$ cat config.mk
export PLATFORM = sky130hd
export DESIGN_NAME = add_bist_ctrl
export DESIGN_NICKNAME = d
export VERILOG_FILES = /design/src/rtl/add_bist_ctrl.sv
export SDC_FILE = /design/constraint.sdc
export NUM_CORES = 1
export LEC_CHECK = 0
export CORE_MARGIN = 4
export CORE_UTILIZATION = 34
export CTS_CLUSTER_DIAMETER = 120
export DETAILED_ROUTE_END_ITERATION = 10
export PLACE_DENSITY = 0.63
export SYNTH_ARGS = -nofsm -noshare
export SYNTH_HDL_FRONTEND = slang
export SYNTH_SLANG_ARGS = --single-unit
$ cat constraint.sdc
create_clock -name clk -period 1.97 [get_ports clk]
set_clock_uncertainty 0.05 [all_clocks]
set_input_delay 0.394 -clock clk [delete_from_list [all_inputs] [get_ports clk]]
set_output_delay 0.394 -clock clk [all_outputs]
set_load 0.01 [all_outputs]
$ cat src/rtl/add_bist_ctrl.sv
// rtl/add_bist_ctrl.sv - adder self-test sweep controller: 16 operand vectors, saturating mismatch count.
// Optional first-failure capture (fail_vld/fail_vec) is built when ADD_BIST_CAPTURE_EN is defined.
module add_bist_ctrl #(
    parameter int ERR_W = 5
) (
    input  logic             clk,
    input  logic             rst_n,
    input  logic             start,
    input  logic             abort,
    input  logic             ok_add,
    output logic [1:0]       in0_add,
    output logic [1:0]       in1_add,
    output logic             sel,
    output logic             busy,
    output logic             done,
    output logic             pass,
`ifdef ADD_BIST_CAPTURE_EN
    output logic             fail_vld,
    output logic [3:0]       fail_vec,
`endif
    output logic [ERR_W-1:0] err_cnt
);

    typedef enum logic [1:0] {
        S_IDLE,
        S_RUN,
        S_DONE
    } state_t;

    localparam logic [ERR_W-1:0] ERR_MAX = '1;

    state_t     state;
    state_t     state_nxt;
    logic [3:0] idx;

    always_comb begin
        state_nxt = state;
        busy      = 1'b0;
        sel       = 1'b0;
        done      = 1'b0;
        in0_add   = 2'd0;
        in1_add   = 2'd0;
        case (state)
            S_IDLE: begin
                if (start && !abort) state_nxt = S_RUN;
            end
            S_RUN: begin
                busy               = 1'b1;
                sel                = 1'b1;
                {in0_add, in1_add} = idx;
                if (abort)            state_nxt = S_IDLE;
                else if (idx == 4'hF) state_nxt = S_DONE;
            end
            S_DONE: begin
                done      = 1'b1;
                state_nxt = S_IDLE;
            end
            default: state_nxt = S_IDLE;
        endcase
    end

    // The sample taken on the edge that ends a vector is dropped if abort is high on that edge.
    always_ff @(posedge clk) begin
        if (!rst_n) begin
            state    <= S_IDLE;
            idx      <= 4'd0;
            err_cnt  <= '0;
            pass     <= 1'b0;
`ifdef ADD_BIST_CAPTURE_EN
            fail_vld <= 1'b0;
            fail_vec <= 4'd0;
`endif
        end else begin
            state <= state_nxt;
            case (state)
                S_IDLE: begin
                    if (start && !abort) begin
                        idx      <= 4'd0;
                        err_cnt  <= '0;
                        pass     <= 1'b0;
`ifdef ADD_BIST_CAPTURE_EN
                        fail_vld <= 1'b0;
                        fail_vec <= 4'd0;
`endif
                    end
                end
                S_RUN: begin
                    if (abort) begin
                        pass <= 1'b0;
                    end else begin
                        idx <= idx + 4'd1;
                        if (!ok_add && err_cnt != ERR_MAX) err_cnt <= err_cnt + 1'b1;
                        if (idx == 4'hF) pass <= (err_cnt == '0) && ok_add;
`ifdef ADD_BIST_CAPTURE_EN
                        if (!ok_add && !fail_vld) begin
                            fail_vld <= 1'b1;
                            fail_vec <= idx;
                        end
`endif
                    end
                end
                S_DONE: begin
                    if (abort) pass <= 1'b0;
                end
                default: ;
            endcase
        end
    end

endmodule

* Word level (Yosys, flattened, before mapping)
Cells that the tools add are included.
Storage, ports and cells: word-level logic and storage cells 48, output and inout bits 13, flip-flop bits (word level) 12
Operators by class: add/sub/neg operators 2, equal/unequal tests 9, mux-type cells 20, reductions and logical operators 13
Operators by type and width (number):
- $mux W5 | 3
- $mux W2 | 5
- $pmux W5 S2 | 1
- $mux W4 | 2
- $ne A2 B2 Y1 const B | 4
- $pmux W4 S2 | 1
- $reduce_and A4 Y1 | 2
- $mux W1 | 6
- $add A5 B1 Y5 const B | 1
- $logic_not A5 Y1 | 1
- $ne A5 B5 Y1 const B | 1
- $add A4 B1 Y4 const B | 1
- $eq A4 B4 Y1 const B | 1
- $pmux W2 S2 | 1
- $logic_and A1 B1 Y1 | 3
- $ne A3 B3 Y1 const B | 1
- $pmux W1 S3 | 1
- $reduce_and A3 Y1 | 1
- $reduce_bool A3 Y1 | 1
- $eq A2 B1 Y1 const B | 1
- $eq A2 B2 Y1 const B | 1
- $logic_not A1 Y1 | 2
- $logic_not A2 Y1 | 1
- $reduce_and A2 Y1 | 1
- $reduce_bool A2 Y1 | 1

* Longest topological paths before layout
depth in word-level cells 5, mapped depth 7, gate-level depth less buffers 7

* Least setup slack after synthesis
Ideal clock, no wire load.
path type register -> register, start register err_cnt[0], end register err_cnt[2], required time 1.803 ns, setup slack 0.400 ns, buffers on the path 0, data arrival time 1.403 ns, setup time 0.117 ns, period minus slack after synthesis 1.570 ns, cell stages (with the launch flop) 8, cells stage by stage dfxtp_1 -> ha_1 -> and3_1 -> ha_1 -> nor3b_2 -> o211ai_1 -> xor2_1 -> nor2_1
On the way: longest elaborated chain between the ends 4
RTL lines:
- start, declared | line 21 | output logic [ERR_W-1:0] err_cnt
- start signal, assigned | line 92 | if (!ok_add && err_cnt != ERR_MAX) err_cnt <= err_cnt + 1'b1;
- $add A5 B1 Y5 or $ne A5 B5 Y1 (tied branches) | line 92
- $mux W5 or $logic_and A1 B1 Y1 (tied branches) | line 92
- $mux W5 or $ne A2 B2 Y1 (tied branches)
- $pmux W5 S2 or $reduce_and A4 Y1 (tied branches)
Several ways; a longest one is shown, not always the timed one. The select of a mux whose other input is x is not followed. A chain may end at the register's enable or synchronous reset.

* Worst setup path in the final report
start register state[1], end output port done
On the way: longest elaborated chain between the ends 2
RTL lines:
- start, declared | line 32 | state_t state;
- start signal, assigned | line 74 | state <= state_nxt;
- $eq A2 B2 Y1 | line 43 | case (state)
- $mux W1 | line 43
- end, declared | line 15 | output logic done,
No other way between the ends.

==> results.cfg <==
[grt]
grt_pass1_wl_mm = 2.601
antenna_found_initial = 0
grt_max_degree = 12
first_global_vias = 599
grt_overflow = 0
grt_util_all_layers_pct = 13.09

[drt]
vias_per_cell = 4.877
initialDrtViolationCount = 4
drtAntennaViolNets = 0
wire_per_inst_um = 12.22
routed_wl_mm = 1.491
vias = 595
firstDrtPassIters = 4
drc = 0

[floorplan]
dieArea_mm2 = 0.002716
start_util_pct = 37.12
die_h_um = 52.12
die_x_um = 52.12
row_count = 15
ios = 18
coreArea_mm2 = 0.001783

[power]
p_int_uw = 385.6
power.total_uw = 500.9
combPwrFrac_pct = 11.8
p_seq_share_pct = 49.4
ir_worst_vdd_mv = 0.2690
power_density_mw_per_mm2 = 549.9
sw_frac_of_total_pct = 23.01
p_sw_uw = 115.2
p_leak_nw = 0.4089
power.share.clock_pct = 38.8

[timing]
maxSlewViolCount = 0
hold_viol = 0
tightest_slew_ns = 0.3397
fmax_ghz = 0.5352
fin_tns_setup_ns = 0
relSlewSlack_pct = 76.99
setup_viol = 0
fin_crit_ns = 1.869
fin_crit_sh_pct = 94.85
rsz0062_at_grt = false

[place]
gp_congestion = 0.7284
port_buffers = 17
placed_area_um2 = 874.6
dp_hpwl_mm = 1.131

[status]
status = completed

[clocking]
cts_tree = yes
cts_hold_buf = 0
root_buffer = clkbuf_4
h-tree-depth = 1
insertion_delay_ns = 0.27
clk_path_buf_depth = 2
clk_pin_slew_ns = 0.08
clock_sink_count = 12
numCtsBuffers = 3

[worst_setup_path]
start_kind = flip-flop
required_ns = 1.53
critical_path_arrival_ns = 1.42
critPathKind = flip-flop to output port
cp_max_fo = 5
critPathCaptureType = output port

[logic_synthesis]
synth_top_area_share_pct = 36.29
yosysTopAreaCell = dfxtp_1
synth_area_um2 = 661.9
synth-edff-count = 0
synth_most_common_cell = dfxtp_1
synthTopCellsByCount = dfxtp_1 (12), nor2_1 (6), nor2b_1 (6)
ys_warn_count = 0
synthArstFlopShare_pct = 0
synth_fp_nets = 84
synth-seq-cells = 12
yosysSeqAreaShare_pct = 36.29
syn_avg_cell_area_um2 = 8.825
synth_ff_type = dfxtp_1
synth_top_cells_by_area = dfxtp_1 (36%), ha_1 (7.6%), nor2b_1 (5.7%), xor2_1 (5.3%), o211ai_1 (4.5%)
ys_types = 25
syn-instance-count = 75

[flow_run]
drv_cap = 0

[final_layout]
antenna_cells = 0
design_area_um2 = 910.9
area_growth_pct = 37.62
num-nets-final = 107
drive_gt1_share_pct = 10.31

[hold_path]
hold_path.class = flip-flop to flip-flop
final timing paths:
kind              depth (start not counted)  slack (ns)    endpoint       start
setup / recovery                          3        0.10        done    state[1]
hold / removal                            2        0.42        pass        pass
setup reg to reg                          7        0.30  err_cnt[3]  err_cnt[1]
hold reg to reg                           2        0.42        pass        pass
worst max-delay path, stage by stage, from the launching register on:
cell and delay (ns):
dfxtp_1 0.33, buf_4 0.15, nor2b_1 0.13, clkdlybuf4s50_1 0.54
what timing repair did:
| item | in CTS | in global routing |
|---|---|---|
| setup endpoints to repair | 4 | 2 |
| resized for setup | 4 | 2 |
| buffers inserted | 0 | 0 |
power groups by stage:
stage          clock network (mW)  logic (mW)  registers, mW
3_3_place_gp                    0      0.0595          0.253
3_5_place_dp                    0      0.0602          0.253
2_1_floorplan                   0      0.0304          0.255
4_1_cts                     0.201      0.0603          0.248
5_1_grt                     0.214      0.0659          0.248
6_report                    0.194      0.0591          0.248
cells in the final DEF (no fill, tap or decap), types with 2 or more instances in the layout:
master / synthesis / layout
and2_1: 4 / 4
and3_1: 4 / 4
buf_4: 1 / 3
clkbuf_4: 0 / 3
clkdlybuf4s50_1: 0 / 11
dfxtp_1: 12 / 12
dlygate4sd2_1: 0 / 4
dlymetal6s2s_1: 0 / 2
ha_1: 4 / 4
inv_1: 3 / 3
mux2i_1: 2 / 2
nand2_1: 5 / 5
nand3_1: 5 / 5
nor2_1: 6 / 6
nor2b_1: 6 / 6
o211ai_1: 4 / 4
o21ai_0: 3 / 3
o21ai_1: 2 / 2
xor2_1: 4 / 4
layout make-up:
| class | instances | area, um^2 |
|---|---|---|
| clock buffer | 4 | 36.28 |
| fill | 189 | 872.1 |
| inverter | 3 | 11.26 |
| multi-input combinational | 58 | 399.1 |
| sequential | 12 | 240.2 |
| tap | 25 | 31.28 |
| timing repair buffer | 20 | 192.7 |
per-stage QoR:
step,hold slack [ns],utilization [%],cells,worst slack (ns)
after global placement,0.4069,49.05,118,0.08917
after CTS,0.4242,50.81,122,0.07094
after floorplan,0.4323,-,75,0.4002
after global routing,0.4734,51.09,122,0.01976
final,0.4197,51.09,122,0.1014
after detailed placement,0.4064,49.05,118,0.1179
state kept, by name (all words and copies together), names as in the netlist:
signal	cells
err_cnt	5
state	2
idx	4
pass	1
per-layer routing:
layer  GRT usage (%)  share of wire (%)  wire length (um)
met5               0                  0                 0
met2           19.46                 43               636
met3           3.438                6.2                92
met1           17.74                 50               750
met4           5.240               0.74                11
cell families after synthesis:
kind of cell | after synthesis | synth area share [%]
adder cells (fa/ha/maj) | 4 | 7.562
multiplexers | 2 | 3.025
buffers and inverters | 5 | 3.402
XOR/XNOR | 5 | 6.616
AO/OA/AOI/OAI | 12 | 11.91
AND/OR/NAND/NOR | 35 | 31.19
flip-flops | 12 | 36.29
Power figures use the tool's default switching activity.
